## src/rtl/regbank_pkg.sv

```systemverilog
// Shared definitions for the register-bank write arbiter.
//   state_t : arbiter FSM state encoding
//   clog2   : ceiling log2 used to size index and pointer fields
package regbank_pkg;

    typedef enum logic [1:0] {
        ST_IDLE    = 2'd0,
        ST_WRITE   = 2'd1,
        ST_ACK     = 2'd2,
        ST_RELEASE = 2'd3
    } state_t;

    // Ceiling log2; returns 0 for values of 0 or 1.
    function automatic int clog2(input int value);
        int result;
        int span;
        result = 0;
        span   = 1;
        while (span < value) begin
            span   = span * 2;
            result = result + 1;
        end
        return result;
    endfunction

endpackage

```

## src/rtl/regbank_arbiter_rr_pick.sv

```systemverilog
// rr_pick: combinational round-robin priority encoder.
//   req    : request levels, one bit per requester
//   ptr    : requester with highest priority this round
//   winner : first set request scanning upward from ptr, wrapping
//   any    : at least one request is set
module rr_pick
    import regbank_pkg::*;
#(
    parameter int NREQ = 4,
    parameter int PW   = clog2(NREQ)
) (
    input  logic [NREQ-1:0] req,
    input  logic [PW-1:0]   ptr,
    output logic [PW-1:0]   winner,
    output logic            any
);

    logic [NREQ-1:0] keep_mask;
    logic [NREQ-1:0] upper;
    logic [NREQ-1:0] pool;

    always_comb begin
        // Requests at or above ptr take precedence; only when none exist
        // does the search wrap to the low end, which is then just the
        // lowest set bit of the full request vector.
        keep_mask = ~((NREQ'(1) << ptr) - NREQ'(1));
        upper     = req & keep_mask;
        pool      = (upper != '0) ? upper : req;
        winner    = '0;
        for (int i = NREQ - 1; i >= 0; i--) begin
            if (pool[i]) begin
                winner = PW'(i);
            end
        end
        any = |req;
    end

endmodule

```

## src/rtl/regbank_arbiter.sv

```systemverilog
// regbank_arbiter: round-robin write arbiter for a shared bank of
// CE-gated, asynchronously cleared registers.
//   C      : clock, rising edge
//   CLR    : asynchronous active-high clear of all state
//   CE     : global clock enable; low freezes state and masks pulses
//   req    : level write requests, one per requester
//   addr   : packed requester addresses, requester i at [i*AW +: AW]
//   wdata  : packed requester data, requester i at [i*DW +: DW]
//   gnt    : one-hot grant, held from latch through release
//   ack    : one-cycle write-done pulse to the granted requester
//   reg_ce : one-hot clock enable into the register bank
//   reg_d  : shared data bus into the register bank
//   busy   : arbiter is not idle
module regbank_arbiter
    import regbank_pkg::*;
#(
    parameter int NREQ = 4,
    parameter int DW   = 8,
    parameter int NREG = 8,
    parameter int AW   = 3
) (
    input  logic              C,
    input  logic              CLR,
    input  logic              CE,
    input  logic [NREQ-1:0]   req,
    input  logic [NREQ*AW-1:0] addr,
    input  logic [NREQ*DW-1:0] wdata,
    output logic [NREQ-1:0]   gnt,
    output logic [NREQ-1:0]   ack,
    output logic [NREG-1:0]   reg_ce,
    output logic [DW-1:0]     reg_d,
    output logic              busy
);

    localparam int PW = clog2(NREQ);

    state_t          state_reg, state_next;
    logic [PW-1:0]   ptr_reg, ptr_next;
    logic [PW-1:0]   win_reg, win_next;
    logic [NREQ-1:0] gnt_reg, gnt_next;
    logic [AW-1:0]   lat_addr_reg, lat_addr_next;
    logic [DW-1:0]   reg_d_reg, reg_d_next;

    logic [PW-1:0]   pick_win;
    logic            pick_any;
    logic            write_en;

    rr_pick #(
        .NREQ (NREQ),
        .PW   (PW)
    ) u_pick (
        .req    (req),
        .ptr    (ptr_reg),
        .winner (pick_win),
        .any    (pick_any)
    );

    always_ff @(posedge C or posedge CLR) begin
        if (CLR) begin
            state_reg    <= ST_IDLE;
            ptr_reg      <= '0;
            win_reg      <= '0;
            gnt_reg      <= '0;
            lat_addr_reg <= '0;
            reg_d_reg    <= '0;
        end else if (CE) begin
            state_reg    <= state_next;
            ptr_reg      <= ptr_next;
            win_reg      <= win_next;
            gnt_reg      <= gnt_next;
            lat_addr_reg <= lat_addr_next;
            reg_d_reg    <= reg_d_next;
        end
    end

    always_comb begin
        state_next    = state_reg;
        ptr_next      = ptr_reg;
        win_next      = win_reg;
        gnt_next      = gnt_reg;
        lat_addr_next = lat_addr_reg;
        reg_d_next    = reg_d_reg;
        case (state_reg)
            ST_IDLE: begin
                if (pick_any) begin
                    win_next      = pick_win;
                    gnt_next      = NREQ'(1) << pick_win;
                    lat_addr_next = addr[int'(pick_win)*AW +: AW];
                    reg_d_next    = wdata[int'(pick_win)*DW +: DW];
                    state_next    = ST_WRITE;
                end
            end
            ST_WRITE: begin
                state_next = ST_ACK;
            end
            ST_ACK: begin
                // The requester after the one just served gets first look next time.
                ptr_next   = (win_reg == PW'(NREQ - 1)) ? '0 : win_reg + PW'(1);
                state_next = ST_RELEASE;
            end
            ST_RELEASE: begin
                // Four-phase handshake: hold the grant until the winner lets go.
                if (!req[win_reg]) begin
                    gnt_next   = '0;
                    state_next = ST_IDLE;
                end
            end
            default: begin
                state_next = ST_IDLE;
            end
        endcase
    end

    // Pulses are masked by CE so a frozen WRITE or ACK cycle does not
    // repeat the register write or the acknowledge.
    assign write_en = (state_reg == ST_WRITE) && CE;

    // An address beyond the bank matches no bit, so the write is dropped
    // while the handshake still completes.
    for (genvar gi = 0; gi < NREG; gi++) begin : g_ce
        assign reg_ce[gi] = write_en && (lat_addr_reg == AW'(gi));
    end

    assign ack   = ((state_reg == ST_ACK) && CE) ? gnt_reg : '0;
    assign gnt   = gnt_reg;
    assign reg_d = reg_d_reg;
    assign busy  = (state_reg != ST_IDLE);

endmodule
```

## config.mk

```make
export PLATFORM = sky130hd
export DESIGN_NAME = regbank_arbiter
export DESIGN_NICKNAME = d
export VERILOG_FILES = /design/src/rtl/regbank_pkg.sv /design/src/rtl/regbank_arbiter_rr_pick.sv /design/src/rtl/regbank_arbiter.sv
export SDC_FILE = /design/constraint.sdc
export NUM_CORES = 1
export LEC_CHECK = 0
export ABC_AREA = 1
export ABC_CLOCK_PERIOD_IN_PS = 4150
export CAP_MARGIN = 10
export CORE_MARGIN = 1.5
export CORE_UTILIZATION = 40
export CTS_CLUSTER_DIAMETER = 50
export CTS_CLUSTER_SIZE = 30
export DETAILED_ROUTE_END_ITERATION = 10
export GPL_TIMING_DRIVEN = 0
export HOLD_SLACK_MARGIN = 0.06
export PLACE_DENSITY = 0.76
export SKIP_LAST_GASP = 1
export SLEW_MARGIN = 30
export SYNTH_ARGS = -nofsm -noshare
export SYNTH_HDL_FRONTEND = slang
export SYNTH_SLANG_ARGS = --single-unit
```

## constraint.sdc

```tcl
create_clock -name C -period 4.15 [get_ports C]
set_input_delay 1.245 -clock C [delete_from_list [all_inputs] [get_ports C]]
set_output_delay 1.245 -clock C [all_outputs]
set_load 0.01 [all_outputs]
```

==> results list, run 1 <==
* Wire length per cell after detailed routing: 11.52 um
- At the later pin of the worst-skew pair, clock insertion delay measures 260 ps.
- Crit-path max FO: 8
- After synthesis, the share of flip-flops with an asynchronous set or reset is 100.0%.
- In the final layout, the share of cells above drive strength 1 is 6.006%.
* Overall Global Routing Usage: 22.20%
* Post CTS Setup Buffer Count: 0
- Overflow after GRT: 0
- Counting flops with a built-in enable in the synthesized netlist gives 0.
* Hold Path Stages: 2
* Initial DRC Count: 84
* Clock net sink count: 21
- STA classifies the critical path startpoint as a primary input.
- Cells fill 65.42% of the core in the end.
* Seq/Total Area, Yosys: 33.39%
* Post-synthesis instance total: 254
* Number of antenna violations at the first check in global routing: 0
- Clock Root Buffer: clkbuf_8
* Post-cts repair resize count: 0
- Tcrit/Tclk final: 94.53%
- During synthesis, Yosys emitted a total of 0 warnings.
* Total of flip-flops plus latches after synthesis: 21
* Number of global-route vias before repair: 1,768
* Number of max-slew violations in the final report: 0
- The first global-routing pass estimated 7.555 mm of wire.
* Cell types with the largest area share after synthesis: dfrtp_1, nand2_1, nand3_1
- Internal power comes to 698.1 uW.
- Largest vdd supply drop: 0.2126 mV
- The floorplan has 22 rows.
* Number of vias after detailed routing: 1,836
* Most used standard cells in the synthesized netlist: nand2_1, nand3_1, dfrtp_1, inv_1, nor2_1
- Walking the worst path, the cells encountered are clkdlybuf4s50_1 > nand2_1 > nor2_1 > clkdlybuf4s50_1.
* Worst path max stage delay: 560 ps
* Cell depth of the worst flop-to-flop path: 7
- Port Buffer Count: 75
- The path class of the tightest hold or removal check is register to register.
* Synthesized cell area: 0.001574 mm^2
- By instance count, the cell type seen most on the critical path is clkdlybuf4s50_1.
* Horizontal extent of the die: 65.73 um
* Max reg flops: 8
* Fin Clk Skew: 3.072 ps
- Setup-violating endpoint count in the final report: 0
- The run finished with clean final reports.
- Core outline area: 0.003716 mm^2
- Detailed placement ended at an HPWL of 3.418 mm.
- Clock power frac: 11.1%
- When the netlist entered floorplanning its net count stood at 310.
- The longest clock path from root to sink contains 2 buffers.
* Post-DR vias/cell: 4.819
* Register clock-pin slew on the reported worst setup and hold paths: 80 ps
* Final standard cell area without fillers: 0.002431 mm^2
- Aggregate routed wire length: 4.388 mm
- For this run, design rule violations remaining after detail routing come to 0.
* Area of the die: 0.004320 mm^2
- CP Data Arrival Time: 2680 ps
- 76 I/O pins were placed.
* RSZ-0062 raised after global routing: no
- The critical path is of the primary input to output port type.
- Register share of total power: 28.9%
- Post-synth cell types: 25
- Crit path time final: 3923 ps
* Placed Area: 0.002385 mm^2
- Slew at the pin closest to its max-slew limit: 808.9 ps
- The initial utilization of the core area, before any placement, comes to 42.36%.
- Most numerous cell in the Yosys netlist: nand2_1
* Height of the die: 65.73 um
- The final layout contains 390 nets.
- Hold repair after CTS inserted 0 buffers.
- Layout overhead on the synthesized area: 54.45%
- Max-cap violations in this run came to 0.
- Most used flip-flop cell after synthesis: dfrtp_1
- Number of nets with antenna violations after routing: 0
- Entering global routing, the biggest net connects 22 pins.
- Number of antenna cells inserted: 0
- Timing would allow up to 254.9 MHz.
* Syn avg cell area: 6.197 um^2
- Total power divided by cell area: 517.6 mW/mm^2
- In the final timing run, aggregate negative setup slack is 0 ps.
- After synthesis, the largest area contributor takes up 33.39% of total cell area.
- The number of clock buffers added by TritonCTS is 3.
* Switching part of the total: 44.53%
* Pleak: 1.221 nW
- Combinational logic is responsible for 60.0% of the overall power.
- Headroom to the max-slew limit came out at 46.02%.
- Total chip power: 1.258 mW
- Library cell with the largest summed area after synthesis: dfrtp_1
- Required time of the critical path: 2900 ps
- TritonCTS clock tree: done
- The final hold violation count was 0.
- Maximum level of the CTS H-tree: 1
* Final GP Congestion: 0.7616
* Critical-path top delay cell: clkdlybuf4s50_1
* Sort of element at the end of the critical path: output port
- The pre-antenna-repair detailed-routing pass consisted of 4 iterations.
* Net switching component of the power: 560.4 uW
==> stage by stage <==
stage          hold WS (ps)  worst slack (ps)  cells
4_1_cts               486.6             215.3    381
3_3_place_gp          463.4             234.7    377
5_1_grt               517.8             107.2    381
6_report              485.9             226.9    381
2_1_floorplan         462.4              1351    254
3_5_place_dp          464.4             222.1    377
==> power groups by stage <==
| stage | combinational [mW] | sequential (mW) | clock [mW] |
|---|---|---|---|
| after floorplan | 0.463 | 0.375 | 0 |
| after global placement | 0.749 | 0.365 | 0 |
| after detailed placement | 0.761 | 0.365 | 0 |
| after CTS | 0.765 | 0.363 | 0.138 |
| after global routing | 0.860 | 0.375 | 0.144 |
| final | 0.755 | 0.364 | 0.139 |
==> cell type report <==
cell class                 instances  area (um^2)
fill                             349         1285
multi-input combinational        206        920.9
timing repair buffer              75        750.7
sequential                        21        525.5
buffer                            10        63.81
inverter                          17        63.81
tap                               48        60.06
clock buffer                       3        41.29
clock inverter                     1        5.005
==> worst max-delay path, delay by kind of cell <==
family                 cells  cell delay, ps
and+or+nand+nor            2             330
buffers and inverters      2            1100
==> cells by family after synthesis <==
logic type | after synthesis | share of synthesized area [%]
buf+inv | 27 | 8.108
simple gates | 186 | 48.81
flops | 21 | 33.39
compound gates | 15 | 5.724
fa+ha+maj | 5 | 3.975
==> cells in the final DEF, fill, tap and decap left out, types with 2 or more instances in the layout <==
| master | n |
|---|---|
| dfrtp_1 | 21 |
| a21oi_1 | 4 |
| nand2_2 | 2 |
| buf_4 | 4 |
| inv_1 | 16 |
| buf_2 | 3 |
| ha_1 | 5 |
| clkbuf_1 | 2 |
| nand2_4 | 2 |
| nand3_1 | 28 |
| clkbuf_8 | 3 |
| o21ai_0 | 3 |
| nor3_1 | 2 |
| nor2_1 | 16 |
| o21ai_1 | 3 |
| clkdlybuf4s50_1 | 75 |
| nand2_1 | 133 |
==> path summary, 6_finish.rpt <==
kind / start / slack (ps) / endpoint
setup reg to reg: state_reg[0]$_DFFE_PP0P_ / 2430 / reg_d[7]$_DFFE_PP0P_
setup / recovery: CE / 230 / ack[0]
max in group asynchronous: CLR / 2210 / lat_addr_reg[1]$_DFFE_PP0P_
hold / removal: reg_d[0]$_DFFE_PP0P_ / 490 / reg_d[0]$_DFFE_PP0P_
min in group asynchronous: CLR / 1440 / state_reg[0]$_DFFE_PP0P_
hold reg to reg: reg_d[0]$_DFFE_PP0P_ / 490 / reg_d[0]$_DFFE_PP0P_
==> per-layer routing <==
layer / vias to the layer above / wire length (um) / track usage (%)
met5: - / 0 / 0
met4: 0 / 105 / 8.594
met3: 13 / 335 / 4.795
met2: 73 / 2087 / 38.76
met1: 799 / 1859 / 26.37
li1: 951 / - / -
Power figures use the tool's default switching activity.
==> run 2, diff against run 1 <==
--- a/config.mk
+++ b/config.mk
@@ -14,7 +14,6 @@
 export CTS_CLUSTER_SIZE = 30
 export DETAILED_ROUTE_END_ITERATION = 10
 export GPL_TIMING_DRIVEN = 0
-export HOLD_SLACK_MARGIN = 0.06
 export PLACE_DENSITY = 0.76
 export SKIP_LAST_GASP = 1
 export SLEW_MARGIN = 30
==> results of run 2 <==
No change in the layout: final DEF, timing and power equal those of run 1.
